<file path="config.mk">
export PLATFORM = sky130hd
export DESIGN_NAME = uart_rx_fifo
export DESIGN_NICKNAME = d
export VERILOG_FILES = /design/src/rtl/uart_pkg.sv /design/src/rtl/sync_ff.sv /design/src/rtl/uart_rx_fifo.sv
export SDC_FILE = /design/constraint.sdc
export NUM_CORES = 1
export LEC_CHECK = 0
export CELL_PAD_IN_SITES_DETAIL_PLACEMENT = 0
export CELL_PAD_IN_SITES_GLOBAL_PLACEMENT = 2
export CORE_UTILIZATION = 40
export CTS_BUF_LIST = sky130_fd_sc_hd__clkbuf_4 sky130_fd_sc_hd__clkbuf_8
export CTS_CLUSTER_SIZE = 14
export DETAILED_ROUTE_END_ITERATION = 6
export PLACE_DENSITY_LB_ADDON = 0.15
export SETUP_SLACK_MARGIN = 0.1
export SYNTH_ARGS = -nofsm -noshare
export SYNTH_HDL_FRONTEND = slang
export SYNTH_SLANG_ARGS = --single-unit
</file>
<file path="constraint.sdc">
create_clock -name clk -period 2.54 [get_ports clk]
set_input_delay 0.381 -clock clk [delete_from_list [all_inputs] [get_ports clk]]
set_output_delay 0.381 -clock clk [all_outputs]
set_load 0.05 [all_outputs]
</file>
<file path="src/rtl/uart_pkg.sv">
// Shared UART constants and helpers used by the receive path and later UART blocks.
package uart_pkg;

    localparam int unsigned UART_DATA_W     = 8;
    localparam int unsigned UART_FIFO_DEPTH = 16;

    // Occupancy needs one extra bit so a full FIFO (count == depth) is representable.
    function automatic int unsigned count_width(input int unsigned depth);
        return $clog2(depth) + 1;
    endfunction

endpackage

</file>
<file path="src/rtl/sync_ff.sv">
// Multi-flop synchroniser for a single asynchronous bit, with a configurable reset value.
module sync_ff #(
    parameter int unsigned STAGES    = 2,
    parameter logic        RESET_VAL = 1'b0
) (
    input  logic clk,
    input  logic rst,
    input  logic d,
    output logic q
);

    logic [STAGES-1:0] chain;

    always_ff @(posedge clk or posedge rst) begin
        if (rst) begin
            chain <= {STAGES{RESET_VAL}};
        end else begin
            chain <= {chain[STAGES-2:0], d};
        end
    end

    assign q = chain[STAGES-1];

endmodule

</file>
<file path="src/rtl/uart_rx_fifo.sv">
// Receive FIFO: turns each rising edge of the UART byte-done strobe into one push of rx_data
// into a show-ahead FIFO with sticky overflow reporting.
module uart_rx_fifo
    import uart_pkg::*;
#(
    parameter int unsigned DEPTH       = UART_FIFO_DEPTH,
    parameter int unsigned SYNC_STAGES = 2
) (
    input  logic                          clk,
    input  logic                          rst,
    input  logic                          rx_status,
    input  logic [UART_DATA_W-1:0]        rx_data,
    output logic [UART_DATA_W-1:0]        out_data,
    output logic                          out_valid,
    input  logic                          out_ready,
    output logic [count_width(DEPTH)-1:0] count,
    output logic                          overflow,
    input  logic                          clr_ovf
);

    localparam int unsigned AW = $clog2(DEPTH);
    localparam int unsigned CW = count_width(DEPTH);
    localparam logic [CW-1:0] FULL_COUNT = CW'(DEPTH);

    logic                   rx_sync;
    logic                   rx_prev;
    logic                   push;
    logic                   pop;
    logic                   full;
    logic                   wr_en;
    logic                   ovf_set;
    logic [AW-1:0]          wr_ptr;
    logic [AW-1:0]          rd_ptr;
    logic [UART_DATA_W-1:0] mem [DEPTH];

    // Flops reset high so a strobe already high when reset releases is not seen as an edge.
    sync_ff #(
        .STAGES    (SYNC_STAGES),
        .RESET_VAL (1'b1)
    ) u_rx_sync (
        .clk (clk),
        .rst (rst),
        .d   (rx_status),
        .q   (rx_sync)
    );

    always_ff @(posedge clk or posedge rst) begin
        if (rst) begin
            rx_prev <= 1'b1;
        end else begin
            rx_prev <= rx_sync;
        end
    end

    assign push      = rx_sync & ~rx_prev;
    assign out_valid = (count != '0);
    assign pop       = out_valid & out_ready;
    assign full      = (count == FULL_COUNT);
    // A simultaneous pop frees a slot, so a push into a full FIFO is still accepted.
    assign wr_en     = push & (~full | pop);
    assign ovf_set   = push & full & ~pop;

    always_ff @(posedge clk) begin
        if (wr_en) begin
            mem[wr_ptr] <= rx_data;
        end
    end

    assign out_data = mem[rd_ptr];

    always_ff @(posedge clk or posedge rst) begin
        if (rst) begin
            wr_ptr   <= '0;
            rd_ptr   <= '0;
            count    <= '0;
            overflow <= 1'b0;
        end else begin
            if (wr_en) begin
                wr_ptr <= wr_ptr + AW'(1);
            end
            if (pop) begin
                rd_ptr <= rd_ptr + AW'(1);
            end
            unique case ({wr_en, pop})
                2'b10:   count <= count + CW'(1);
                2'b01:   count <= count - CW'(1);
                default: count <= count;
            endcase
            if (ovf_set) begin
                overflow <= 1'b1;
            end else if (clr_ovf) begin
                overflow <= 1'b0;
            end
        end
    end

endmodule

</file>
==> out/qor.csv <==
metric,value,unit
max cap viols,0,
# diodes,0,
I/O Buffers,27,
die height,123.5,um
Worst-Margin Slew,649.1,ps
"FFs w/ async S/R, synth",11.72,%
layout cell share with drive strength beyond 1,39.90,%
Synth Area in Simple Gates,4.340,%
Lkg Pwr,2.501,nW
post-route ant nets,0,
nets@finish,393,
worst min path class,in -> async,
DRT Pass-1 Iters,6,
vias in the first global route,3103,
Synth Cell Area,5909,sq um
R2R Setup Slk,-10,ps
slowest CP cell,mux4_2,
worst-path cell chain,"buf_4, buf_4, mux4_2, mux4_2, buf_6",
"EDFF count, synth",128,
Adder-Cell Fraction of Synth Area,1.482,%
I/O pin cnt,28,
area of the die,15260,sq um
Initial Utilization,40.81,%
Worst-path clk slew,80,ps
"Slew Viols, Final",0,
number of CTS-inserted buffers,17,
post-DR vias/cell,5.209,
Detailed Route Iter0 Violations,222,
register area share after synthesis,72.31,%
TritonCTS clock tree,done,
post-synth top area cell,edfxtp_1,
DP HPWL,8.059,mm
arrival time worst endpoint,2410,ps
synthesis-to-layout area growth,24.05,%
core area,14480,sq um
most frequent cell after synthesis,edfxtp_1,
minimum clock period,2788,ps
Most used DFF post-synth,edfxtp_1,
RSZ-0062 raised after global routing,yes,
largest net degree at the start of global routing,29,
commonest cells in the netlist,"edfxtp_1, mux4_2, dfrtp_1, and2_1, inv_1",
fillers,1203,
root buffer cell,clkbuf_8,
"top cells by area, synth","edfxtp_1, mux4_2, dfrtp_1",
GP Congestion,0.7533,
via count,2969,
Peak VDD IR,0.5460,mV
Rel. slew slack,56.68,%
Mapped Nets,309,
clk sinks,145,
synth warn,0,
chip width,123.5,um
final WL,12.11,mm
Residual DRC,0,
Setup crit start kind,flop,
Required @ worst endpoint,2160,ps
outcome,"complete, but fails checks",
CTS HTree Levels,4,
first-pass GRT wire length,18.37,mm
final worst slack,-248.3,ps
"Avg Cell Area, Syn",20.45,sq um
largest family of logic cells by synthesized area,multiplexers,
RR Startpoint,count[2]$_DFFE_PP0P_,
initial antenna violation count,0,
complex-gate fraction of the synthesized area,3.112,%
share of the synthesized area in the top cell type,65.04,%
Pwr Density,1128,nW/um^2
FF-to-FF End,count[4]$_DFFE_PP0P_,
GRT Resource Usage Total,17.64,%
DP Cell Count,532,
worst path bufs/invs,3,
Final setup viols,9,
Crit path largest cell delay,520,ps
drt wl/cell,21.25,um
r2r worst-path depth,8,
type of the worst setup path,reg -> out,
crit share post-route,109.8,%
Crit. End Element,output pin,
"Max FO, Critical Path",6,
post-synthesis mux area share,15.69,%
Max Freq,358.6,MHz
CP top delay family,multiplexers,
clk buf depth,2,
Fin. Hold Viols,0,
setup_tns,-1736,ps
failing checks,setup timing,
Synth cell types,45,
Overflow after GRT,0,
final total power,8.267,mW
Synth Area in XOR/XNOR,1.334,%
synthesized flop and latch total,145,
Worst Skew,6.123,ps
row cnt,44,
# hold bufs at CTS,0,
Post-Synthesis Cells,289,
fin cells,570,
Worst-Skew Late Latency,440,ps
## per-stage QoR
step / instance area, sq um / setup slack (ps) / util, % / hold WS (ps)
finish: 7331 / -248.3 / 50.63 / 320.3
global route: 7331 / -321.8 / 50.63 / 319.7
CTS: 7331 / -282.8 / 50.63 / 305.9
detailed placement: 6782 / -46.34 / 46.84 / 347.3
global placement: 6782 / 13.17 / 46.84 / 346.5
floorplan: 5921 / -315.0 / - / 304.7
## worst max-delay path by stage
stage / slack [ps] / start / endpoint / cells after the start
after floorplan: -320 / count[2]$_DFFE_PP0P_ / count[4]$_DFFE_PP0P_ / 9
after global placement: 10 / count[2]$_DFFE_PP0P_ / count[4]$_DFFE_PP0P_ / 8
after detailed placement: -50 / count[2]$_DFFE_PP0P_ / count[4]$_DFFE_PP0P_ / 8
after CTS: -280 / rd_ptr[0]$_DFFE_PP0P_ / out_data[7] / 5
after global routing: -320 / rd_ptr[0]$_DFFE_PP0P_ / out_data[7] / 5
final: -250 / rd_ptr[0]$_DFFE_PP0P_ / out_data[7] / 5
## cell type report
class	instances	area, sq um	area share [%]
tap	184	230.2	3.140
clock buffer	17	234.0	3.192
timing repair buffer	78	829.5	11.32
inverter	10	37.54	0.5120
clock inverter	15	183.9	2.509
multi-input combinational	121	1539	20.99
sequential	145	4277	58.34
## worst reg2reg max path, cell delays in order (launching register included)
cell and delay [ps]:
dfrtp_2 400, or4_4 550, o211ai_4 190, xnor2_1 140, ha_2 230, nor2_2 50, a2111o_1 300, a2111o_1 390
a221oi_2 210
## power breakdown
group	switching (mW)	internal, mW
Clock	0.882	0.978
Sequential	0.207	2.81
Combinational	1.73	1.65
## layout by cell type, fill, tap and decap left out, drive strengths merged, types with 4 or more instances in the layout
master,n
clkbuf,17
clkinvlp,6
nor2,6
nand3,4
dfrtp,14
nand2,6
ha,7
buf,60
mux4,40
clkdlybuf4s50,18
xnor2,6
edfxtp,128
and2,12
a21oi,4
inv,13
## cells by family after synthesis
family,count (synthesis)
xor+xnor,9
fa+ha+maj,7
simple gates,43
mux,42
flops,145
compound gates,20
buf+inv,23
## what timing repair did
| action | CTS | global route |
|---|---|---|
| cloned | 2 | 0 |
| pin swaps | 2 | 1 |
| buffers inserted | 4 | 0 |
| endpoints found under the setup margin | 9 | 9 |
| resized for setup | 11 | 0 |
## registers in the layout, indices dropped and copies added, names as in the netlist
| register | count |
|---|---|
| rx_prev | 1 |
| overflow | 1 |
| mem | 128 |
| rd_ptr | 4 |
| wr_ptr | 4 |
| u_rx_sync.chain | 2 |
| count | 5 |
## layer usage
metal / routed length, um / share of wire [%] / up-vias / global-route usage, %
met1: 5512 / 46 / 1549 / 22.77
li1: - / - / 1354 / -
met3: 407 / 3.4 / 10 / 4.797
met5: 0 / 0 / - / 0
met2: 6110 / 50 / 56 / 28.70
met4: 79 / 0.65 / 0 / 6.099
Power figures use the tool's default switching activity.
